==> config.mk <==
export PLATFORM = sky130hd
export DESIGN_NAME = mem_port_arbiter
export DESIGN_NICKNAME = d
export VERILOG_FILES = /design/src/rtl/mem_port_arbiter_pkg.sv /design/src/rtl/mem_arb_pick.sv /design/src/rtl/mem_port_arbiter.sv
export SDC_FILE = /design/constraint.sdc
export NUM_CORES = 1
export LEC_CHECK = 0
export BUFFER_PORTS_ARGS = -buffer_cell sky130_fd_sc_hd__buf_2
export CAP_MARGIN = 20
export CORE_AREA = 2 2 105 107
export CTS_BUF_LIST = sky130_fd_sc_hd__clkbuf_16
export CTS_CLUSTER_SIZE = 24
export DETAILED_ROUTE_END_ITERATION = 10
export DIE_AREA = 0 0 107 109
export PLACE_DENSITY = 0.72
export SYNTH_ARGS = -nofsm -noshare
export SYNTH_HDL_FRONTEND = slang
export SYNTH_SLANG_ARGS = --single-unit
==> constraint.sdc <==
create_clock -name clk -period 2 [get_ports clk]
set_clock_uncertainty 0.15 [all_clocks]
set_input_delay 0.2 -clock clk [delete_from_list [all_inputs] [get_ports clk]]
set_output_delay 0.2 -clock clk [all_outputs]
set_load 0.05 [all_outputs]
==> src/rtl/mem_port_arbiter_pkg.sv <==
// Shared encodings and sizing helpers for the unified memory port arbiter.
// Imported by the arbiter top and its winner-selection sub-block.
package mem_port_arbiter_pkg;

    typedef enum logic [1:0] {
        ARB_IDLE = 2'd0,
        ARB_WAIT = 2'd1,
        ARB_RESP = 2'd2
    } arb_state_e;

    typedef enum logic {
        ARB_OWN_IF = 1'b0,
        ARB_OWN_DM = 1'b1
    } arb_owner_e;

    // Wide enough for MEM_LAT - 1 with MEM_LAT up to 15.
    localparam int LAT_W = 4;

    // Bits needed to hold a saturating count of 0..max.
    function automatic int starve_w(input int max);
        return (max < 1) ? 1 : $clog2(max + 1);
    endfunction

endpackage

==> src/rtl/mem_arb_pick.sv <==
// Combinational winner selection between fetch and data requesters.
// Data wins by default; a fetch that has waited STARVE_MAX data grants wins.
module mem_arb_pick
    import mem_port_arbiter_pkg::*;
#(
    parameter int STARVE_MAX = 4,
    parameter int SC_W       = 3
) (
    input  logic            if_req,
    input  logic            dm_req,
    input  logic [SC_W-1:0] starve_cnt,
    output logic            pick_valid,
    output logic            pick_dm
);

    logic fetch_starved;

    always_comb begin
        fetch_starved = (starve_cnt >= SC_W'(STARVE_MAX));
        pick_valid    = if_req | dm_req;
        pick_dm       = dm_req & (~if_req | ~fetch_starved);
    end

endmodule

==> src/rtl/mem_port_arbiter.sv <==
// Serialises fetch and data accesses onto one fixed-latency memory port,
// returns read data / store acknowledges and drives the pipeline stall requests.
module mem_port_arbiter
    import mem_port_arbiter_pkg::*;
#(
    parameter int ADDR_W     = 32,
    parameter int DATA_W     = 32,
    parameter int MEM_LAT    = 2,
    parameter int STARVE_MAX = 4
) (
    input  logic              clk,
    input  logic              rst,
    input  logic              if_req,
    input  logic [ADDR_W-1:0] if_addr,
    output logic              if_gnt,
    output logic              if_rvalid,
    output logic [DATA_W-1:0] if_rdata,
    input  logic              dm_req,
    input  logic              dm_we,
    input  logic [ADDR_W-1:0] dm_addr,
    input  logic [DATA_W-1:0] dm_wdata,
    output logic              dm_gnt,
    output logic              dm_rvalid,
    output logic [DATA_W-1:0] dm_rdata,
    output logic              mem_req,
    output logic              mem_we,
    output logic [ADDR_W-1:0] mem_addr,
    output logic [DATA_W-1:0] mem_wdata,
    input  logic [DATA_W-1:0] mem_rdata,
    output logic              stall_fe,
    output logic              stall_mem
);

    localparam int SC_W = starve_w(STARVE_MAX);

    arb_state_e        state_q, state_d;
    arb_owner_e        owner_q, owner_d;
    logic              we_q, we_d;
    logic [LAT_W-1:0]  lat_cnt_q, lat_cnt_d;
    logic [SC_W-1:0]   starve_cnt_q, starve_cnt_d;
    logic [DATA_W-1:0] if_rdata_q, if_rdata_d;
    logic [DATA_W-1:0] dm_rdata_q, dm_rdata_d;

    logic pick_valid;
    logic pick_dm;
    logic grant;

    mem_arb_pick #(
        .STARVE_MAX (STARVE_MAX),
        .SC_W       (SC_W)
    ) u_pick (
        .if_req     (if_req),
        .dm_req     (dm_req),
        .starve_cnt (starve_cnt_q),
        .pick_valid (pick_valid),
        .pick_dm    (pick_dm)
    );

    // Grants only from IDLE, and never while reset is held, so a request
    // presented during reset is first granted in the cycle after release.
    assign grant = rst & (state_q == ARB_IDLE) & pick_valid;

    always_ff @(posedge clk or negedge rst) begin
        if (!rst) begin
            state_q <= ARB_IDLE;
        end else begin
            state_q <= state_d;
        end
    end

    always_comb begin
        state_d = state_q;
        case (state_q)
            ARB_IDLE: if (grant) state_d = ARB_WAIT;
            ARB_WAIT: if (lat_cnt_q == '0) state_d = ARB_RESP;
            ARB_RESP: state_d = ARB_IDLE;
            default:  state_d = ARB_IDLE;
        endcase
    end

    always_comb begin
        if_gnt    = grant & ~pick_dm;
        dm_gnt    = grant & pick_dm;
        mem_req   = grant;
        mem_we    = grant & pick_dm & dm_we;
        mem_addr  = '0;
        mem_wdata = '0;
        if (grant) begin
            mem_addr = pick_dm ? dm_addr : if_addr;
            if (pick_dm) mem_wdata = dm_wdata;
        end
        if_rvalid = (state_q == ARB_RESP) & (owner_q == ARB_OWN_IF);
        dm_rvalid = (state_q == ARB_RESP) & (owner_q == ARB_OWN_DM);
        stall_fe  = rst & if_req & ~if_rvalid;
        stall_mem = rst & dm_req & ~dm_rvalid;
        if_rdata  = if_rdata_q;
        dm_rdata  = dm_rdata_q;
    end

    always_comb begin
        owner_d      = owner_q;
        we_d         = we_q;
        lat_cnt_d    = lat_cnt_q;
        starve_cnt_d = starve_cnt_q;
        if_rdata_d   = if_rdata_q;
        dm_rdata_d   = dm_rdata_q;
        if (grant) begin
            owner_d   = pick_dm ? ARB_OWN_DM : ARB_OWN_IF;
            we_d      = pick_dm & dm_we;
            lat_cnt_d = LAT_W'(MEM_LAT - 1);
            // Only data grants that bypass a waiting fetch count toward starvation.
            if (pick_dm && if_req) begin
                if (starve_cnt_q < SC_W'(STARVE_MAX)) begin
                    starve_cnt_d = starve_cnt_q + SC_W'(1);
                end
            end else begin
                starve_cnt_d = '0;
            end
        end
        if (state_q == ARB_WAIT) begin
            if (lat_cnt_q != '0) begin
                lat_cnt_d = lat_cnt_q - LAT_W'(1);
            end else if (owner_q == ARB_OWN_IF) begin
                if_rdata_d = mem_rdata;
            end else if (!we_q) begin
                dm_rdata_d = mem_rdata;
            end
        end
    end

    always_ff @(posedge clk or negedge rst) begin
        if (!rst) begin
            owner_q      <= ARB_OWN_IF;
            we_q         <= 1'b0;
            lat_cnt_q    <= '0;
            starve_cnt_q <= '0;
            if_rdata_q   <= '0;
            dm_rdata_q   <= '0;
        end else begin
            owner_q      <= owner_d;
            we_q         <= we_d;
            lat_cnt_q    <= lat_cnt_d;
            starve_cnt_q <= starve_cnt_d;
            if_rdata_q   <= if_rdata_d;
            dm_rdata_q   <= dm_rdata_d;
        end
    end

endmodule

==> reports/results.env <==
SYN-CELL-AREA_UM2=3520
WL_PER_CELL_UM=19.6
POST_SYNTHESIS_SHARE_OF_CELL_AREA_SPENT_ON_AND_OR_NAND_AND_NOR_GATES_PCT=10.3
CELL_COUNT_OF_THE_WORST_HOLD_PATH=3
PORT_BUFFERS=268
PLACEMENT_STAGE_CELL_AREA_UM2=5670
N_FILL_CELL=691
HIGHEST_CLOCK_FREQUENCY_THE_DESIGN_CAN_MEET_MHz=451
INITIAL_CORE_UTIL_PCT=33.2
CTS.SINKS=75
KIND_OF_CAPTURE_POINT_OF_THE_WORST_SETUP_PATH='primary output'
SLOWEST_DELAY_NS=0.39
LAYOUT_WORST_PATH_CYCLE_SHARE_PCT=111
GRT_START_MAX_NET_PINS=44
CRIT_REQUIRED_NS=1.65
FP-ROW-COUNT=38
CLOCK_TREE.HTREE_LEVEL_COUNT=3
PLACE.DETAILED.INSTANCES=682
WORSTREG2REGEND='dm_rdata[8]'
ROUTE.ANTENNA.REMAINING_NETS=0
TRITONCTS_CLOCK_TREE='yes'
POST-ROUTE-CELL-AREA_UM2=7630
VIA_PER_INST=4.87
DRT_ITER0_MARKERS=280
CP_MAX_FO=11
GRT_OVERFLOW_TOTAL=0
CP_CELL_SEQUENCE='nor3b_2, buf_4, and3_4, buf_12, buf_12, and2_2, buf_6'
PERIOD_NEEDED_NS=2.22
TIMING.REG2REG.SETUP_SLACK_NS=-0.20
FLOW.AREA_GROWTH_FROM_SYNTHESIS_PCT=117
YS.FLOP_TYPE='dfrtp_1'
TIMING.SETUP.TNS_NS=-22.44
AVGSYNTHCELLAREA_UM2=12.9
DRT_FIRST_PASS_ITERS=4
CTS_ROOT_BUF='clkbuf_16'
YS_TOP_CELLS_BY_AREA='dfrtp_1 53%, mux2_2 20%, a22o_1 8.2%, and2_1 5.9%, clkbuf_1 1.3%'
CORE_UTILIZATION_OF_THE_FINISHED_LAYOUT_PCT=72.0
SYNTH_CELLS=272
POWERDENSITY_nW_PER_UM2=1510
FP.DIEH_UM=109
VIOLATED_CHECKS='negative setup slack'
CRITICALPATHCATEGORY='flip-flop to primary output'
HOLD_VIOL_FINAL=0
ROUTABILITYCONGESTION=0.852
SYNTH_FA_HA_AREA_SHARE_PCT=0.710
SYNTH-EDFF-COUNT=0
REG_TO_REG_START='lat_cnt_q[1]'
CLKLATENCYLATEPIN_NS=0.33
SYNTH.MUX.AREA_FRACTION_PCT=21.1
RUN_STATUS='complete, but fails checks'
SYNTH.YOSYS.WARNINGS=0
GLOBALROUTETOTALUTIL_PCT=23.7
DIE_AREA_UM2=11700
SYNTH.DISTINCT_CELLS=32
SETUP_REPAIR_AFTER_GLOBAL_ROUTING_MISSED_ITS_MARGIN='yes'
YOSYSSEQAREASHARE_PCT=53.3
POST_LAYOUT_NONFILLER_INSTANCES=769
PATH_BUF_INV=4
PATH_COMMON_CELL='buf_12'
DR_TOTAL_VIAS=3748
INITIAL_ANTENNA_VIOLATION_COUNT=0
POSTLAYOUTSETUPSLACKWORST_NS=-0.220
FINAL-MAX-SLEW-VIOLATION-COUNT=0
TIMING.REG2REG.WORST_PATH_DEPTH=6
YS_SEQ_ELEMENTS=75
PLACE_HPWL_MM=9.55
FLOORPLAN.IO_PINS=269
NUM-NETS-FINAL=760
NETLIST.TOP_CELL.BY_AREA='dfrtp_1'
WORST_SETUP_HOLD_PATH_CLK_SLEW_NS=0.06
MIN_PATH_TYPE='input pin to flip-flop'
VIA_COUNT_OF_THE_FIRST_GLOBAL_ROUTING_PASS=3870
CRITICAL_PATH.TOP_DELAY_FAMILY='simple AND/OR/NAND/NOR gates'
SETUP-VIOLATIONS-FINAL=131
DIODES=0
SYNTH_XOR_XNOR_AREA_SHARE_PCT=0
TIGHTEST_SLEW_NS=0.542
POST-ROUTE-DRC-COUNT=0
SYNTH.NET_COUNT=407
SYNTH-COMPOUND-AREA-SHARE_PCT=10.8
VDD_DROP_MAX_mV=1.22
TIMING.CRITICAL_PATH.SLOWEST_STAGE_CELL='dfrtp_1'
FIRST_PASS_GRT_WIRE_LENGTH_MM=20.9
CTS_BUFFERS=9
WORST_CASE_CLOCK_BUFFER_DEPTH=2
FP.DIEW_UM=107
FIN_TOTAL_PWR_mW=11.6
WORST_HOLD_PATH.ENDPOINT='starve_cnt_q[2]'
CELL_LEAKAGE_POWER_nW=3.86
FRACTION_OF_LAYOUT_INSTANCES_USING_A_DRIVE_STRENGTH_ABOVE_1_PCT=77.4
YOSYS.CELL_COUNT.TOP_TYPE='dfrtp_1'
ASYNCSETRESETFLOPFRACSYNTH_PCT=100
MAX-SLEW-MARGIN-REL_PCT=63.9
FINAL_WIRELENGTH_MM=15.1
CRITPATHARRIVALTIME_NS=1.87
YOSYSTOPAREACELLSHARE_PCT=53.3
CRITICAL_PATH.STARTPOINT_TYPE='flip-flop'
LARGEST_FAMILY_OF_LOGIC_CELLS_BY_SYNTHESIZED_AREA='multiplexers'
HOLD_PATH_STARTPOINT='if_req'
CORE-AREA_UM2=10600
SYNTH.TOP_CELLS.BY_COUNT='75 x dfrtp_1, 62 x mux2_2, 33 x a22o_1, 33 x and2_1, 12 x clkbuf_1'
CAP_VIOLATIONS=0
-- per-layer routing --
metal,wire (µm),up-vias,GRT usage [%]
met5,0,-,0
met4,444,0,10.7
met3,915,25,3.95
li1,-,1699,-
met2,8030,205,43.8
met1,5720,1819,26.8
-- layout by cell type, fill, tap and decap left out, types with 4 or more instances in the layout --
master / instances
buf_12: 27
buf_16: 4
buf_8: 44
nand2_1: 4
and2_4: 19
mux2_2: 30
buf_4: 23
dlygate4sd3_1: 34
a22o_4: 32
dfrtp_1: 75
and2_2: 14
nor2_1: 4
buf_6: 23
mux2_4: 35
buf_2: 198
clkbuf_16: 16
-- cell type report --
class / count / area, µm² / share of cell area (%)
sequential: 75 / 1880 / 24.6
tap: 140 / 175 / 2.30
multi-input combinational: 172 / 2020 / 26.5
timing repair buffer: 363 / 3270 / 42.9
inverter: 4 / 15.0 / 0.197
clock buffer: 9 / 225 / 2.95
clock inverter: 6 / 41.3 / 0.541
-- registers in the layout, indices dropped and copies added, names as in the netlist --
name          count
if_rdata         32
state_q           2
dm_rdata         32
lat_cnt_q         4
starve_cnt_q      3
we_q              1
owner_q           1
-- metrics by stage --
step | setup WS [ns] | hold slack (ns)
global route | -0.291 | 0.0454
floorplan | -0.561 | -0.246
CTS | -0.217 | 0.00414
global placement | -0.145 | 0.121
detailed placement | -0.213 | 0.146
finish | -0.220 | 0.0378
-- worst register-to-register path, stage by stage (launching register included) --
cell and delay, ns:
dfrtp_1 0.39, inv_2 0.08, ha_4 0.12, or3b_4 0.37, or4_4 0.47, buf_12 0.19, mux2_4 0.31
-- power by group --
group	total [mW]	internal [mW]	switching, mW
combinational	7.41	2.92	4.49
clock	1.45	0.831	0.615
sequential	2.70	2.26	0.440
total	11.6	6.01	5.54
-- timing repair --
item,in CTS,in global routing
endpoints found under the setup margin,131,131
gates resized for setup,173,68
hold buffers,34,1
pin swaps,5,27
endpoints found under the hold margin,94,1
cloned,6,9
buffers inserted,16,10
-- worst max-delay path by stage --
stage	start	to	slack (ns)	cells after the start
floorplan	state_q[0]	stall_fe	-0.56	2
global placement	lat_cnt_q[1]	dm_rdata[10]	-0.14	6
detailed placement	lat_cnt_q[1]	if_rdata[9]	-0.21	7
CTS	lat_cnt_q[1]	if_rdata[9]	-0.22	9
global route	state_q[0]	mem_wdata[23]	-0.29	7
finish	state_q[0]	mem_wdata[5]	-0.22	7
-- cell families after synthesis --
group / after synthesis
compound gates: 47
fa+ha+maj: 2
buf+inv: 25
flops: 75
mux: 65
simple gates: 58
Power figures use the tool's default switching activity.
